`config.mk`:
```
export PLATFORM = sky130hd
export DESIGN_NAME = hovalaag_input_fifo
export DESIGN_NICKNAME = d
export VERILOG_FILES = /design/src/rtl/hovalaag_input_fifo.sv
export SDC_FILE = /design/constraint.sdc
export NUM_CORES = 1
export LEC_CHECK = 0
export CORE_MARGIN = 5
export CORE_UTILIZATION = 40
export CTS_CLUSTER_DIAMETER = 40
export DETAILED_ROUTE_END_ITERATION = 8
export GPL_TIMING_DRIVEN = 0
export PLACE_DENSITY = 0.55
export SLEW_MARGIN = 20
export SYNTH_ARGS = -nofsm -noshare
export SYNTH_HDL_FRONTEND = slang
export SYNTH_SLANG_ARGS = --single-unit
```
`constraint.sdc`:
```
create_clock -name clk -period 4.4 [get_ports clk]
set_clock_uncertainty 0.05 [all_clocks]
set_input_delay 0.88 -clock clk [delete_from_list [all_inputs] [get_ports clk]]
set_output_delay 0.88 -clock clk [all_outputs]
set_load 0.02 [all_outputs]
```
`src/rtl/hovalaag_input_fifo.sv`:
```
// hovalaag_input_fifo
// Dual show-ahead input buffer that feeds the IN1/IN2 ports of the Hovalaag
// CPU core. A host pushes WIDTH-bit words into one of two independent FIFOs.
// The CPU consumes them through the IN1_adv/IN2_adv strobes, which are
// qualified by the core's clk_en. Underflow and overflow are sticky per
// channel, so a stalled or misbehaving program can be spotted afterwards.
//
// Ports:
//   clk, rst            clock; synchronous active-high reset
//   clk_en              CPU clock enable; gates consumption only
//   flush               synchronous clear of both FIFOs and all flags
//   wr_en, wr_sel       host write strobe; channel select (0 = ch1, 1 = ch2)
//   wr_data             word to push
//   wr_ready            selected channel is not full (combinational)
//   IN1, IN2            head word of each channel, 0 when empty
//   IN1_adv, IN2_adv    CPU consume strobes
//   in1_count/in2_count occupancy of each channel
//   in1_empty/in2_empty occupancy is zero
//   underflow/overflow  sticky error flags, bit0 = ch1, bit1 = ch2
module hovalaag_input_fifo #(
    parameter int DEPTH_LOG2 = 4,
    parameter int WIDTH      = 12
) (
    input  logic                  clk,
    input  logic                  rst,
    input  logic                  clk_en,
    input  logic                  flush,
    input  logic                  wr_en,
    input  logic                  wr_sel,
    input  logic [WIDTH-1:0]      wr_data,
    output logic                  wr_ready,
    output logic [WIDTH-1:0]      IN1,
    input  logic                  IN1_adv,
    output logic [WIDTH-1:0]      IN2,
    input  logic                  IN2_adv,
    output logic [DEPTH_LOG2:0]   in1_count,
    output logic [DEPTH_LOG2:0]   in2_count,
    output logic                  in1_empty,
    output logic                  in2_empty,
    output logic [1:0]            underflow,
    output logic [1:0]            overflow
);

    localparam int DEPTH = 1 << DEPTH_LOG2;
    localparam logic [DEPTH_LOG2:0] FULL_COUNT = {1'b1, {DEPTH_LOG2{1'b0}}};

    // Per-channel views of the shared controls, index 0 = ch1, 1 = ch2.
    logic [1:0]                   sel_hit;
    logic [1:0]                   adv;
    logic [1:0][WIDTH-1:0]        head;
    logic [1:0][DEPTH_LOG2:0]     count;
    logic [1:0]                   full;

    assign sel_hit = {wr_sel, ~wr_sel};
    assign adv     = {IN2_adv, IN1_adv};

    for (genvar c = 0; c < 2; c++) begin : g_chan
        logic [WIDTH-1:0]      mem [DEPTH];
        logic [DEPTH_LOG2-1:0] wptr;
        logic [DEPTH_LOG2-1:0] rptr;
        logic [DEPTH_LOG2:0]   cnt;
        logic                  ovf;
        logic                  unf;
        logic                  push_req;
        logic                  pop_req;
        logic                  push;
        logic                  pop;
        logic                  is_empty;
        logic                  is_full;

        // Fullness and emptiness come from the pre-edge count, so a push
        // into a full FIFO is refused even if a pop happens on the same edge,
        // and a pop of an empty FIFO is an underflow even alongside a push.
        assign is_empty = (cnt == '0);
        assign is_full  = (cnt == FULL_COUNT);
        assign push_req = wr_en & sel_hit[c];
        assign pop_req  = clk_en & adv[c];
        assign push     = push_req & ~is_full & ~rst & ~flush;
        assign pop      = pop_req & ~is_empty & ~rst & ~flush;

        // Storage has no reset; stale entries are never visible because the
        // head is masked to 0 whenever the count is zero.
        always_ff @(posedge clk) begin
            if (push) begin
                mem[wptr] <= wr_data;
            end
        end

        // Pointers, occupancy and sticky flags; rst and flush both clear all.
        always_ff @(posedge clk) begin
            if (rst || flush) begin
                wptr <= '0;
                rptr <= '0;
                cnt  <= '0;
                ovf  <= 1'b0;
                unf  <= 1'b0;
            end else begin
                if (push) begin
                    wptr <= wptr + 1'b1;
                end
                if (pop) begin
                    rptr <= rptr + 1'b1;
                end
                if (push && !pop) begin
                    cnt <= cnt + 1'b1;
                end else if (pop && !push) begin
                    cnt <= cnt - 1'b1;
                end
                if (push_req && is_full) begin
                    ovf <= 1'b1;
                end
                if (pop_req && is_empty) begin
                    unf <= 1'b1;
                end
            end
        end

        assign head[c]      = is_empty ? '0 : mem[rptr];
        assign count[c]     = cnt;
        assign full[c]      = is_full;
        assign overflow[c]  = ovf;
        assign underflow[c] = unf;
    end

    assign IN1       = head[0];
    assign IN2       = head[1];
    assign in1_count = count[0];
    assign in2_count = count[1];
    assign in1_empty = (count[0] == '0);
    assign in2_empty = (count[1] == '0);
    assign wr_ready  = wr_sel ? ~full[1] : ~full[0];

endmodule

```
* Word-level counts from Yosys, hierarchy flattened
Memory sizes are Yosys's and may differ from the RTL's. A register that Yosys moved wholly into a read port is not among the register bits.
Index checks and enable logic that the tools add are counted.
** Word-level totals
- Bits in registers :: 30
- Bits in writable memories :: 384
- Input bits :: 20
- Output and inout bits :: 41
- Logic and storage cells :: 77
- Memories :: 2
** Memory list
- g_chan[0].mem :: words 16, bits a word 12, read ports 1, clocked after memory_dff 1, write ports 1, line 58 : logic [WIDTH-1:0] mem [DEPTH];
- g_chan[1].mem :: words 16, bits a word 12, read ports 1, clocked after memory_dff 1, write ports 1, line 58
** Cells by class
- $add $sub $neg :: 8
- Equality and inequality tests :: 2
- Mux-type cells :: 15
- Bitwise gates (word level) :: 23
- Reduce and logical (&&, ||, !) cells :: 17
** Operators with widths (number)
- $mux W12 :: 2
- $mux W5 :: 4
- $add A4 B1 Y4 const B :: 4
- $and A1 B1 Y1 :: 16
- $mux W4 :: 4
- $add A5 B1 Y5 const B :: 2
- $eq A5 B5 Y1 const B :: 2
- $logic_not A5 Y1 :: 2
- $sub A5 B1 Y5 const B :: 2
- $logic_and A1 B1 Y1 :: 8
- $not A1 Y1 :: 7
- $mux W1 :: 5
- $logic_not A1 Y1 :: 4
- $reduce_bool A2 Y1 :: 2
- $logic_or A1 B1 Y1 :: 1

* Longest topological paths before layout
- Word-level depth :: 9
- Mapped depth :: 10
- Gate-level depth less buffers :: 10

* Least setup slack after synthesis
Ideal clock, no wire load.
- Path kind :: input -> register
- Start point :: in flush
- End point :: mem g_chan[0].mem[0][0], enable pin
- Library setup time :: 396 ps
- Arrival time :: 2900 ps
- Required time :: 3954 ps
- Setup slack :: 1054 ps
- Stages :: 5
- Buffers on the path :: 1
- Cell sequence :: or2_1 -> buf_2 -> a2111oi_4 -> nand2_1 -> nor3_1
** On the way
- Word-level cells in the longest chain between the ends :: 4
** Ends and longest elaborated chain
- start, declared :: line 27 : input logic flush,
- $not A1 Y1 :: line 78 : assign push = push_req & ~is_full & ~rst & ~flush;
- $and A1 B1 Y1 :: line 78
- net g_chan[0].push :: line 66 : logic push;
- $mux W1 :: line 84 : if (push) begin
- $mux W1 (implied by the code) :: line 85 : mem[wptr] <= wr_data;
- end, declared :: line 58
The timed path passes the listed nets, and every way through them passes these cells.

==> impl_metrics.py <==
metrics = {
    "placed_design": {
        "place_hpwl_um": 23040,
        "placedInstanceArea_sq_um": 18050,
        "routabilityCongestion": 0.7654,
        "numPortBuffers": 60,
    },
    "synthesis": {
        "synthArstFlopShare_pct": 0,
        "synth-seq-cells": 422,
        "synth_top_family_by_area": "multiplexers",
        "synth-main-ff-cell": "edfxtp_1",
        "synth_fa_ha_area_share_pct": 1.663,
        "synthesis.area_sq_um": 16700,
        "synth_top_area_share_pct": 69.05,
        "synth_xor_area_share_pct": 0.5245,
        "ys_warn_count": 0,
        "synth_cell_types": 48,
        "synth_edf_count": 384,
        "postSynthAreaPerCell_sq_um": 19.67,
        "muxShareOfSynthArea_pct": 14.74,
        "syn_inst": 849,
        "synth_area_leader_cell": "edfxtp_1",
        "synth-simple-area-share_pct": 3.993,
        "synth_seq_area_share_pct": 73.60,
        "synth_nets": 890,
        "synth_compound_area_share_pct": 3.799,
        "ys_top_cells_by_area": "edfxtp_1, mux4_2, dfxtp_1",
    },
    "sta": {
        "period_minus_slack_ns": 4.196,
        "hold_viol": 0,
        "max-slew-margin-rel_pct": 41.99,
        "finalCritPeriodShare_pct": 95.37,
        "tightest_slew_ns": 0.8693,
        "drv_slew": 0,
        "timing.hold.ws_ns": 0.4350,
        "setup_viol": 0,
        "max_freq_ghz": 0.2383,
        "rsz0062_at_grt": "no",
    },
    "route": {
        "first_pass_iters": 4,
        "vias": 8288,
        "drc": 0,
        "wl_per_cell_um": 23.74,
        "wirelength_um": 36600,
        "postRouteAntennaNets": 0,
        "via_per_inst": 5.375,
        "detailedRoute.firstIterationViolations": 611,
    },
    "clock_tree": {
        "cts_max_level": 2,
        "cts_buffers": 49,
        "cts_tree": "yes",
        "hold_buffers": 0,
        "clkSinkCount": 422,
        "clock_latency_ns": 0.56,
        "post_cts_buffers": 0,
        "path_clk_slew_ns": 0.06,
        "root_buffer": "clkbuf_16",
        "cts_buffer_depth": 3,
    },
    "grt": {
        "busiest_layer": "met2",
        "grt.met2_usage_pct": 25.14,
        "use_met3_pct": 2.810,
        "grt-ovfl-total": 0,
        "grt_use_total_pct": 15.72,
        "grt_pass1_vias": 8529,
        "grt_antenna_before_repair": 0,
        "grt_use_met1_pct": 22.75,
        "grt_pass1_wl_um": 54610,
        "grt_max_degree": 33,
    },
    "floorplanning": {
        "die_x_um": 214.3,
        "die_area_sq_um": 45940,
        "io_pins": 61,
        "core-area_sq_um": 41110,
        "fp-row-count": 74,
        "start_util_pct": 40.62,
        "die_y_um": 214.3,
    },
    "power": {
        "max-vdd-ir-drop_mv": 0.2797,
        "powerDensity_nw_per_um2": 440.0,
        "power_leakage_nw": 6.170,
    },
    "worst_setup_path": {
        "cpLargestDelayFamily": "buffers and inverters",
        "path_cells": "buf_2 > buf_1 > mux4_2 > a211oi_1 > a211oi_1 > clkdlybuf4s50_1",
        "critPathCaptureType": "output port",
        "path_max_fanout": 10,
        "cp.arrival_ns": 3.27,
        "cp-start-kind": "flip-flop",
        "cpMostUsedCell": "a211oi_1",
        "crit_required_ns": 3.47,
        "path_buf_inv": 3,
        "crit_slowest_cell": "clkdlybuf4s50_1",
        "cp_slowest_stage_delay_ns": 0.59,
        "crit_type": "reg -> out",
    },
    "cells_and_area": {
        "drive_gt1_share_pct": 25.37,
        "stdcell_area_sq_um": 19730,
        "syn2layout_area_growth_pct": 18.13,
        "nets": 1009,
    },
    "status": {
        "status": "complete, no violations",
    },
    "min_path": {
        "worstHoldPathType": "reg -> reg",
    },
    "flow_run": {
        "maxCapViolations": 0,
    },
}
## report_power, final
group	switching, mW	internal, mW
combinational	0.141	0.0588
sequential	0.00448	4.38
clock	1.66	2.44
total	1.80	6.88
## tightest hold or removal path: cells and delay by family, from the launching register on
kind             cells  cell delay (ns)
AND/OR/NAND/NOR      1             0.07
flip-flops           1             0.34
AO/OA/AOI/OAI        1             0.04
## state kept, by name, indices dropped and copies added, names as in the netlist, named ones only
signal and flops:
in1_count 5, g_chan.unf 2, g_chan.rptr 8, g_chan.mem 384
g_chan.ovf 2, g_chan.wptr 8, in2_count 5
## synthesized netlist by cell type, drive strengths merged, types with 2 or more instances
| cell type | instances |
|---|---|
| a31o | 2 |
| nand2b | 3 |
| dfxtp | 38 |
| o211ai | 3 |
| a2111oi | 2 |
| and3 | 5 |
| nor2 | 39 |
| xnor2 | 3 |
| inv | 12 |
| nor3 | 4 |
| nand4 | 2 |
| nand3 | 7 |
| o21ai | 2 |
| fa | 2 |
| a21oi | 8 |
| or4 | 3 |
| buf | 34 |
| a211oi | 50 |
| mux4 | 96 |
| clkbuf | 16 |
| nand2 | 16 |
| o31ai | 3 |
| nor3b | 5 |
| edfxtp | 384 |
| and4 | 4 |
| a211o | 2 |
| nor2b | 25 |
| o2111ai | 2 |
| a31oi | 3 |
| nor4 | 3 |
| and2 | 6 |
| xor2 | 7 |
| ha | 19 |
| a41oi | 2 |
| mux2i | 30 |
## path summary, 6_finish.rpt
kind / start / endpoint / slack [ns] / cells after the start
worst min register to register: g_chan[1].unf / g_chan[1].unf / 0.43 / 2
worst max register to register: in2_count[0] / in2_count[4] / 1.21 / 9
worst min-delay path: g_chan[1].unf / g_chan[1].unf / 0.43 / 2
worst max-delay path: flip-flop / IN1[0] / 0.20 / 6
## area by class of cell
cell class | count | area (sq um)
antenna | 1 | 2.502
buffer | 50 | 237.7
clock buffer | 61 | 1301
clock inverter | 31 | 365.4
fill | 3444 | 21380
inverter | 12 | 45.04
multi-input combinational | 365 | 4199
sequential | 422 | 12290
tap | 532 | 665.6
timing repair buffer | 68 | 619.3
## metrics by stage
stage	setup WS [ns]	TNS, ns	total power [mW]	utilization, %	cells
2_1_floorplan	1.054	0	4.540	-	849
3_3_place_gp	-0.5497	-38.72	4.676	43.70	1441
3_5_place_dp	0.2960	0	4.670	43.92	1449
4_1_cts	0.03903	0	8.781	47.98	1541
5_1_grt	0.03061	0	8.955	47.98	1541
6_report	0.2036	0	8.680	47.99	1542
## layer usage
metal,wire length (um),vias up
met2,17540,171
met1,16860,4343
met3,1626,45
met4,574,0
li1,-,3729
met5,0,-
## repair_timing
| action | 4_1_cts | 5_1_grt |
|---|---|---|
| resized for setup | 2 | 2 |
| hold endpoints to repair | 0 | 0 |
| pin swaps | 0 | 0 |
| setup endpoints to repair | 4 | 8 |
## cells by family (layout without fill, tap and decap cells)
logic type      Yosys count  after routing
compound gates           82             82
xor+xnor                 10             10
fa+ha+maj                21             21
buf+inv                  62            222
flops                   422            422
mux                     126            126
other cells               0              1
simple gates            126            126
## cell usage in the layout (no fill, tap or decap), types with 4 or more instances in the layout
master / count
edfxtp_1: 384
mux4_2: 96
a211oi_1: 50
clkbuf_16: 49
clkdlybuf4s50_1: 48
dfxtp_1: 38
buf_2: 37
mux2i_1: 30
nor2_1: 27
nor2b_1: 25
clkbuf_1: 22
ha_1: 19
nand2_1: 15
inv_1: 12
nor2_2: 12
a21oi_1: 8
inv_6: 8
xor2_1: 7
nand3_1: 7
buf_4: 7
and2_1: 6
clkinv_2: 6
buf_1: 5
and3_1: 5
bufinv_16: 5
buf_6: 5
nor3b_2: 4
and4_1: 4
nor3_2: 4
Note: power is estimated with default switching activity, not from simulation.
